--- src/rtl/axi_burst_slave.sv ---
// AXI4 burst responder: turns read/write bursts into single-word memory-port accesses (WRAP bursts need AXI_SLV_WRAP_EN).
// Latency: memory write one cycle after each W beat; AR to first R beat 2 cycles, then one read beat per 2 cycles.
// Backpressure: one burst in flight; AW/AR held off until B / last R handshake; B and R outputs hold while not ready.
module axi_burst_slave #(
    parameter int AXI_ADDR_WIDTH = 64,
    parameter int AXI_DATA_WIDTH = 32,
    parameter int MAX_BURST_LEN  = 16
) (
    input  logic                      clk,
    input  logic                      arstn,
    input  logic [AXI_ADDR_WIDTH-1:0] i_awaddr,
    input  logic [7:0]                i_awlen,
    input  logic [2:0]                i_awsize,
    input  logic [1:0]                i_awburst,
    input  logic                      i_awvalid,
    output logic                      o_awready,
    input  logic [AXI_DATA_WIDTH-1:0] i_wdata,
    input  logic                      i_wlast,
    input  logic                      i_wvalid,
    output logic                      o_wready,
    output logic [1:0]                o_bresp,
    output logic                      o_bvalid,
    input  logic                      i_bready,
    input  logic [AXI_ADDR_WIDTH-1:0] i_araddr,
    input  logic [7:0]                i_arlen,
    input  logic [2:0]                i_arsize,
    input  logic [1:0]                i_arburst,
    input  logic                      i_arvalid,
    output logic                      o_arready,
    output logic [AXI_DATA_WIDTH-1:0] o_rdata,
    output logic [1:0]                o_rresp,
    output logic                      o_rlast,
    output logic                      o_rvalid,
    input  logic                      i_rready,
    output logic [AXI_ADDR_WIDTH-1:0] o_addr_mem,
    output logic [AXI_DATA_WIDTH-1:0] o_data_mem,
    output logic                      o_we_mem,
    input  logic [AXI_DATA_WIDTH-1:0] i_data_mem
);
    localparam int AW = AXI_ADDR_WIDTH;

    typedef enum logic [2:0] {IDLE, WR_DATA, WR_RESP, RD_ADDR, RD_DATA, RD_ERR} state_t;

    localparam logic [1:0] BURST_INCR  = 2'b01;
    localparam logic [1:0] BURST_WRAP  = 2'b10;
    localparam logic [1:0] RESP_OKAY   = 2'b00;
    localparam logic [1:0] RESP_SLVERR = 2'b10;

    state_t                    state, state_nxt;
    logic                      rdy_q;
    logic [AW-1:0]             addr_q, addr_step;
    logic [8:0]                beats_q;
    logic [1:0]                burst_q;
    logic                      err_q;
    logic                      rd_hold_q;
    logic [AXI_DATA_WIDTH-1:0] rdata_q;
`ifdef AXI_SLV_WRAP_EN
    logic [7:0]                len_q;
    logic [AW-1:0]             wrap_mask;
`endif

    logic aw_hs, ar_hs, w_hs, r_hs, b_hs;
    logic [AW-1:0] req_addr;
    logic [7:0]    req_len;
    logic [2:0]    req_size;
    logic [1:0]    req_burst;
    logic          req_err;

    // Ready is registered so it reads 0 while in reset; AR yields to a simultaneous AW.
    assign o_awready = rdy_q;
    assign o_arready = rdy_q & ~i_awvalid;
    assign o_wready  = (state == WR_DATA);
    assign o_bresp   = (o_bvalid && err_q) ? RESP_SLVERR : RESP_OKAY;
    assign o_rvalid  = (state == RD_DATA) || (state == RD_ERR);
    assign o_rlast   = o_rvalid && (beats_q == 9'd1);
    assign o_rresp   = (state == RD_ERR) ? RESP_SLVERR : RESP_OKAY;
    // First R cycle passes memory data straight through; stalled cycles replay the captured copy.
    assign o_rdata   = (state == RD_DATA) ? (rd_hold_q ? rdata_q : i_data_mem) : '0;

    assign aw_hs = i_awvalid & o_awready;
    assign ar_hs = i_arvalid & o_arready;
    assign w_hs  = i_wvalid & o_wready;
    assign r_hs  = o_rvalid & i_rready;
    assign b_hs  = o_bvalid & i_bready;

    assign req_addr  = aw_hs ? i_awaddr  : i_araddr;
    assign req_len   = aw_hs ? i_awlen   : i_arlen;
    assign req_size  = aw_hs ? i_awsize  : i_arsize;
    assign req_burst = aw_hs ? i_awburst : i_arburst;

`ifdef AXI_SLV_WRAP_EN
    assign wrap_mask = {{(AW-10){1'b0}}, len_q, 2'b11};
`endif

    // Classify the incoming request: bad size, too long, reserved or unsupported burst type.
    always_comb begin
        req_err = (req_size != 3'b010) || ({24'd0, req_len} >= 32'(MAX_BURST_LEN)) || (req_burst == 2'b11);
`ifdef AXI_SLV_WRAP_EN
        if (req_burst == BURST_WRAP &&
            !((req_len == 8'd1 || req_len == 8'd3 || req_len == 8'd7 || req_len == 8'd15) &&
              req_addr[1:0] == 2'b00))
            req_err = 1'b1;
`else
        if (req_burst == BURST_WRAP)
            req_err = 1'b1;
`endif
    end

    // Address of the following beat for the latched burst type.
    always_comb begin
        addr_step = addr_q;
        if (burst_q == BURST_INCR)
            addr_step = addr_q + AW'(4);
`ifdef AXI_SLV_WRAP_EN
        else if (burst_q == BURST_WRAP)
            addr_step = (addr_q & ~wrap_mask) | ((addr_q + AW'(4)) & wrap_mask);
`endif
    end

    // State register.
    always_ff @(posedge clk) begin
        if (!arstn) state <= IDLE;
        else        state <= state_nxt;
    end

    // Next-state logic.
    always_comb begin
        state_nxt = state;
        case (state)
            IDLE: begin
                if (aw_hs)      state_nxt = WR_DATA;
                else if (ar_hs) state_nxt = req_err ? RD_ERR : RD_ADDR;
            end
            WR_DATA: if (w_hs && i_wlast) state_nxt = WR_RESP;
            WR_RESP: if (b_hs) state_nxt = IDLE;
            RD_ADDR: state_nxt = RD_DATA;
            RD_DATA: if (r_hs) state_nxt = (beats_q == 9'd1) ? IDLE : RD_ADDR;
            RD_ERR:  if (r_hs && beats_q == 9'd1) state_nxt = IDLE;
            default: state_nxt = IDLE;
        endcase
    end

    // Burst bookkeeping, memory port and response registers.
    always_ff @(posedge clk) begin
        if (!arstn) begin
            rdy_q      <= 1'b0;
            addr_q     <= '0;
            beats_q    <= '0;
            burst_q    <= '0;
            err_q      <= 1'b0;
            rd_hold_q  <= 1'b0;
            rdata_q    <= '0;
            o_addr_mem <= '0;
            o_data_mem <= '0;
            o_we_mem   <= 1'b0;
            o_bvalid   <= 1'b0;
`ifdef AXI_SLV_WRAP_EN
            len_q      <= '0;
`endif
        end else begin
            rdy_q    <= (state_nxt == IDLE);
            o_we_mem <= 1'b0;
            o_bvalid <= (state == WR_RESP) && !b_hs;
            case (state)
                IDLE: begin
                    if (aw_hs || ar_hs) begin
                        addr_q    <= req_addr;
                        beats_q   <= {1'b0, req_len} + 9'd1;
                        burst_q   <= req_burst;
                        err_q     <= req_err;
                        rd_hold_q <= 1'b0;
`ifdef AXI_SLV_WRAP_EN
                        len_q     <= req_len;
`endif
                        if (ar_hs && !req_err)
                            o_addr_mem <= {req_addr[AW-1:2], 2'b00};
                    end
                end
                WR_DATA: begin
                    if (w_hs) begin
                        if (beats_q != 9'd0) begin
                            beats_q <= beats_q - 9'd1;
                            addr_q  <= addr_step;
                            if (!err_q) begin
                                o_addr_mem <= {addr_q[AW-1:2], 2'b00};
                                o_data_mem <= i_wdata;
                                o_we_mem   <= 1'b1;
                            end
                        end
                        // wlast late (beat past len) or early (beats still owed) poisons the response.
                        if (beats_q == 9'd0 || (i_wlast && beats_q != 9'd1))
                            err_q <= 1'b1;
                    end
                end
                RD_DATA: begin
                    if (r_hs) begin
                        rd_hold_q <= 1'b0;
                        beats_q   <= beats_q - 9'd1;
                        if (beats_q != 9'd1) begin
                            addr_q     <= addr_step;
                            o_addr_mem <= {addr_step[AW-1:2], 2'b00};
                        end
                    end else begin
                        rd_hold_q <= 1'b1;
                        rdata_q   <= o_rdata;
                    end
                end
                RD_ERR: begin
                    if (r_hs) beats_q <= beats_q - 9'd1;
                end
                default: ;
            endcase
        end
    end
endmodule

--- config.mk ---
export PLATFORM = sky130hd
export DESIGN_NAME = axi_burst_slave
export DESIGN_NICKNAME = d
export VERILOG_FILES = /design/src/rtl/axi_burst_slave.sv
export SDC_FILE = /design/constraint.sdc
export NUM_CORES = 1
export LEC_CHECK = 0
export ABC_AREA = 1
export BUFFER_PORTS_ARGS = -buffer_cell sky130_fd_sc_hd__buf_2
export CAP_MARGIN = 30
export CORE_UTILIZATION = 40
export DETAILED_ROUTE_END_ITERATION = 7
export PLACE_DENSITY = 0.68
export SLEW_MARGIN = 20
export SYNTH_ARGS = -nofsm -noshare
export SYNTH_HDL_FRONTEND = slang
export SYNTH_SLANG_ARGS = --single-unit
--- constraint.sdc ---
create_clock -name clk -period 4.9 [get_ports clk]
set_input_delay 0.49 -clock clk [delete_from_list [all_inputs] [get_ports clk]]
set_output_delay 0.49 -clock clk [all_outputs]
set_load 0.03 [all_outputs]
==> impl_metrics.csv <==
group,metric,value,unit
outcome,run_status,"completed",
worst_hold_path,hold_path.startpoint,"i_awburst[0]",
clocking,cts_tree,"built",
setup_path,start_kind,"flop",
clocking,cts.sinks,207,
final_layout,post_layout_nonfiller_instances,2915,
drt,route.detailed.wl_per_inst,15.0,um
sta,setup-violations-final,0,
sta,final.setup.worst_slack,1.79,ns
final_layout,mostFrequentLayoutCells,"nand2_1, buf_2, a21oi_1",
logic_synthesis,post_synth_num_cell_types,39,
die,fp.dieW,182,um
setup_path,max_stage_delay,0.69,ns
drt,totalWireLength,43600,um
sta,worst_slew_margin_rel,39.9,%
clocking,cts-buffers-inserted,25,
worst_hold_path,hold_path_class,"in -> reg",
placed_design,numPortBuffers,356,
logic_synthesis,yosys_register_bits,207,
sta,grt_setup_unrepaired,"no",
sta,clock_skew,0.0126,ns
clocking,ctsRootBufferMaster,"clkbuf_16",
clocking,cts.clk_slew.worst_paths,0.06,ns
global_routing,grt_pass1_wl,69800,um
drt,ant_nets,0,
logic_synthesis,syn_inst,2212,
sta,layout_min_cycle_time,3.11,ns
setup_path,arrival,3.56,ns
power_and_ir_drop,p_leak,7.50,nW
die,design.die.area,0.0330,mm^2
power_and_ir_drop,total_power_divided_by_cell_area,587,mW/mm^2
worst_hold_path,hold_depth,3,
die,num_io_pins,365,
drt,first_pass_iters,8,
global_routing,grt_overflow,0,
clocking,htreeDepth,1,
setup_path,worst-r2r-cell-count,11,
power_and_ir_drop,vdd_ir_drop_max,453,uV
final_layout,final_common_cell,"nand2_1",
clocking,hold_fix_buffer_count_after_cts,0,
drt,via_per_inst,5.13,
sta,hold_viol,0,
setup_path,cpLargestDelayFamily,"buffers and inverters",
die,die_h,182,um
setup_path,cp_max_fo,43,
setup_path,worstSetupPathType,"reg -> reg",
global_routing,grt.total_usage,25.9,%
setup_path,critical_path_buf_inv_count,4,
die,std_cell_rows,65,
placed_design,preCtsSetupSlack,1.66,ns
worst_hold_path,hold_ep,"burst_q[0]",
final_layout,syn_to_final_growth,22.6,%
sta,timing.setup.tns,0,ns
final_layout,fin_nets,2726,
clocking,cts.path.max_buffers,3,
placed_design,post-dp-hpwl,30300,um
drt,via_count,15000,
drt,route.detailed.drc,0,
setup_path,worstPathCellList,"inv_2 -> nand2_1 -> inv_1 -> nand2_2 -> nand2_2 -> inv_2 -> buf_4 -> nand2_1 -> o21ai_0 -> nor2_1 -> a21oi_1",
sta,worst_pin_slew,0.901,ns
setup_path,r2r_slack,1.79,ns
final_layout,antennaDiodeCount,0,
logic_synthesis,synth_async_sr_flop_share,0,%
setup_path,critPathSlowestCell,"inv_2",
flow_run,cap_violations,0,
placed_design,finalWeightedCongestion,0.908,
logic_synthesis,number_of_enable_flip_flop_cells_after_synthesis,0,
logic_synthesis,primary_flip_flop_cell_chosen_by_synthesis_mapping,"dfxtp_1",
die,core,0.0316,mm^2
setup_path,worstPathRequired,5.35,ns
clocking,cts.repair.resized,0,
setup_path,reg2reg_to,"o_addr_mem[63]",
logic_synthesis,mappedNetlistArea,0.0129,mm^2
global_routing,grt_pass1_vias,13800,
global_routing,number_of_antenna_violations_at_the_first_check_in_global_routing,0,
setup_path,reg2reg_from,"state[1]",
logic_synthesis,sequential_element_share_of_the_synthesized_area,32.1,%
global_routing,grt_max_degree,98,
logic_synthesis,avgSynthCellArea,5.84,um^2
sta,final.period_utilization,63.4,%
clocking,insertion_delay,0.53,ns
setup_path,cp-end-kind,"flop",
sta,fmaxAchievable,322,MHz
final_layout,layout-drive-gt1-share,17.5,%
clocking,postCtsSetupRepairBufs,0,
die,floorplan.initialDensity,40.8,%
placed_design,dpl.cell_count,2866,
drt,detailedRoute.firstIterationViolations,1154,
sta,final_max_slew_viol_count,0,
logic_synthesis,yosysWarningCount,0,
metal layers:
metal / up-vias / track usage [%] / part of all wire (%)
met1: 6715 / 33.0 / 44
met3: 79 / 3.63 / 6.6
li1: 7631 / - / -
met5: - / 0 / 0
met4: 0 / 8.14 / 2.8
met2: 535 / 45.0 / 46
where the power goes:
group,internal [mW],switching (mW),total [mW]
logic,1.39,3.35,4.74
clock network,1.30,0.767,2.06
registers,2.13,0.368,2.50
state kept, by name (all words and copies together), names as in the netlist:
register,count
rd_hold_q,1
o_awready,1
o_addr_mem,62
beats_q,9
rdata_q,32
o_we_mem,1
state,3
o_bvalid,1
o_data_mem,32
err_q,1
burst_q,2
addr_q,62
cell type report:
class / instances / area (um^2)
tap: 402 / 503
multi-input combinational: 1665 / 7430
clock inverter: 14 / 230
fill: 3335 / 15800
timing repair buffer: 375 / 2030
inverter: 221 / 830
sequential: 207 / 4140
clock buffer: 31 / 678
cell families after synthesis:
kind of cell	after synthesis	share of synthesized area, %
flops	207	32.1
simple gates	1139	35.3
fa+ha+maj	5	0.484
compound gates	488	19.5
other cells	1	0.0290
xor+xnor	29	1.97
buf+inv	343	10.6
worst register-to-register path, stage by stage, from the launching register on:
cell     delay, ns
dfxtp_1       0.36
inv_2         0.07
nand2_1       0.11
inv_1         0.08
nand2_2       0.65
nand2_2       0.18
inv_2         0.70
buf_4         0.48
nand2_1       0.08
o21ai_0       0.09
nor2_1        0.08
a21oi_1       0.17
worst max path at each step:
stage	startpoint	end	slack [ns]	cells after the start
after floorplan	o_awready	addr_q[34]	2.68	12
after global routing	state[1]	o_addr_mem[61]	1.46	11
after global placement	i_awvalid	o_addr_mem[21]	1.72	12
after detailed placement	i_awvalid	o_addr_mem[21]	1.66	12
after CTS	state[1]	o_addr_mem[63]	1.78	11
final	state[1]	o_addr_mem[63]	1.79	11
synth_stat cells, types with 6 or more instances:
library cell    n  area share [%]
a21boi_0        7            0.41
a21oi_1       296              11
buf_1          12            0.35
buf_2          25            0.97
clkbuf_1       76             2.2
dfxtp_1       207              32
inv_1         211             6.1
inv_2           8            0.23
nand2_1       743              22
nand3_1       117             4.5
nand4_1        29             1.4
nor2_1        224             6.5
nor3_1         10            0.39
o211ai_1        7            0.41
o21ai_0       149             5.8
o21ai_1        12            0.46
xnor2_1         6            0.41
xor2_1         23             1.6
stage by stage:
stage	power, mW	cell area [um^2]	utilization [%]	hold WS (ns)
after CTS	9.30	15800	49.8	0.205
after global routing	10.1	15800	50.1	0.218
after global placement	7.06	14800	46.8	0.429
final	9.30	15800	50.1	0.227
after detailed placement	7.20	14800	46.9	0.433
after floorplan	5.93	12900	-	0.445
Power figures use the tool's default switching activity.
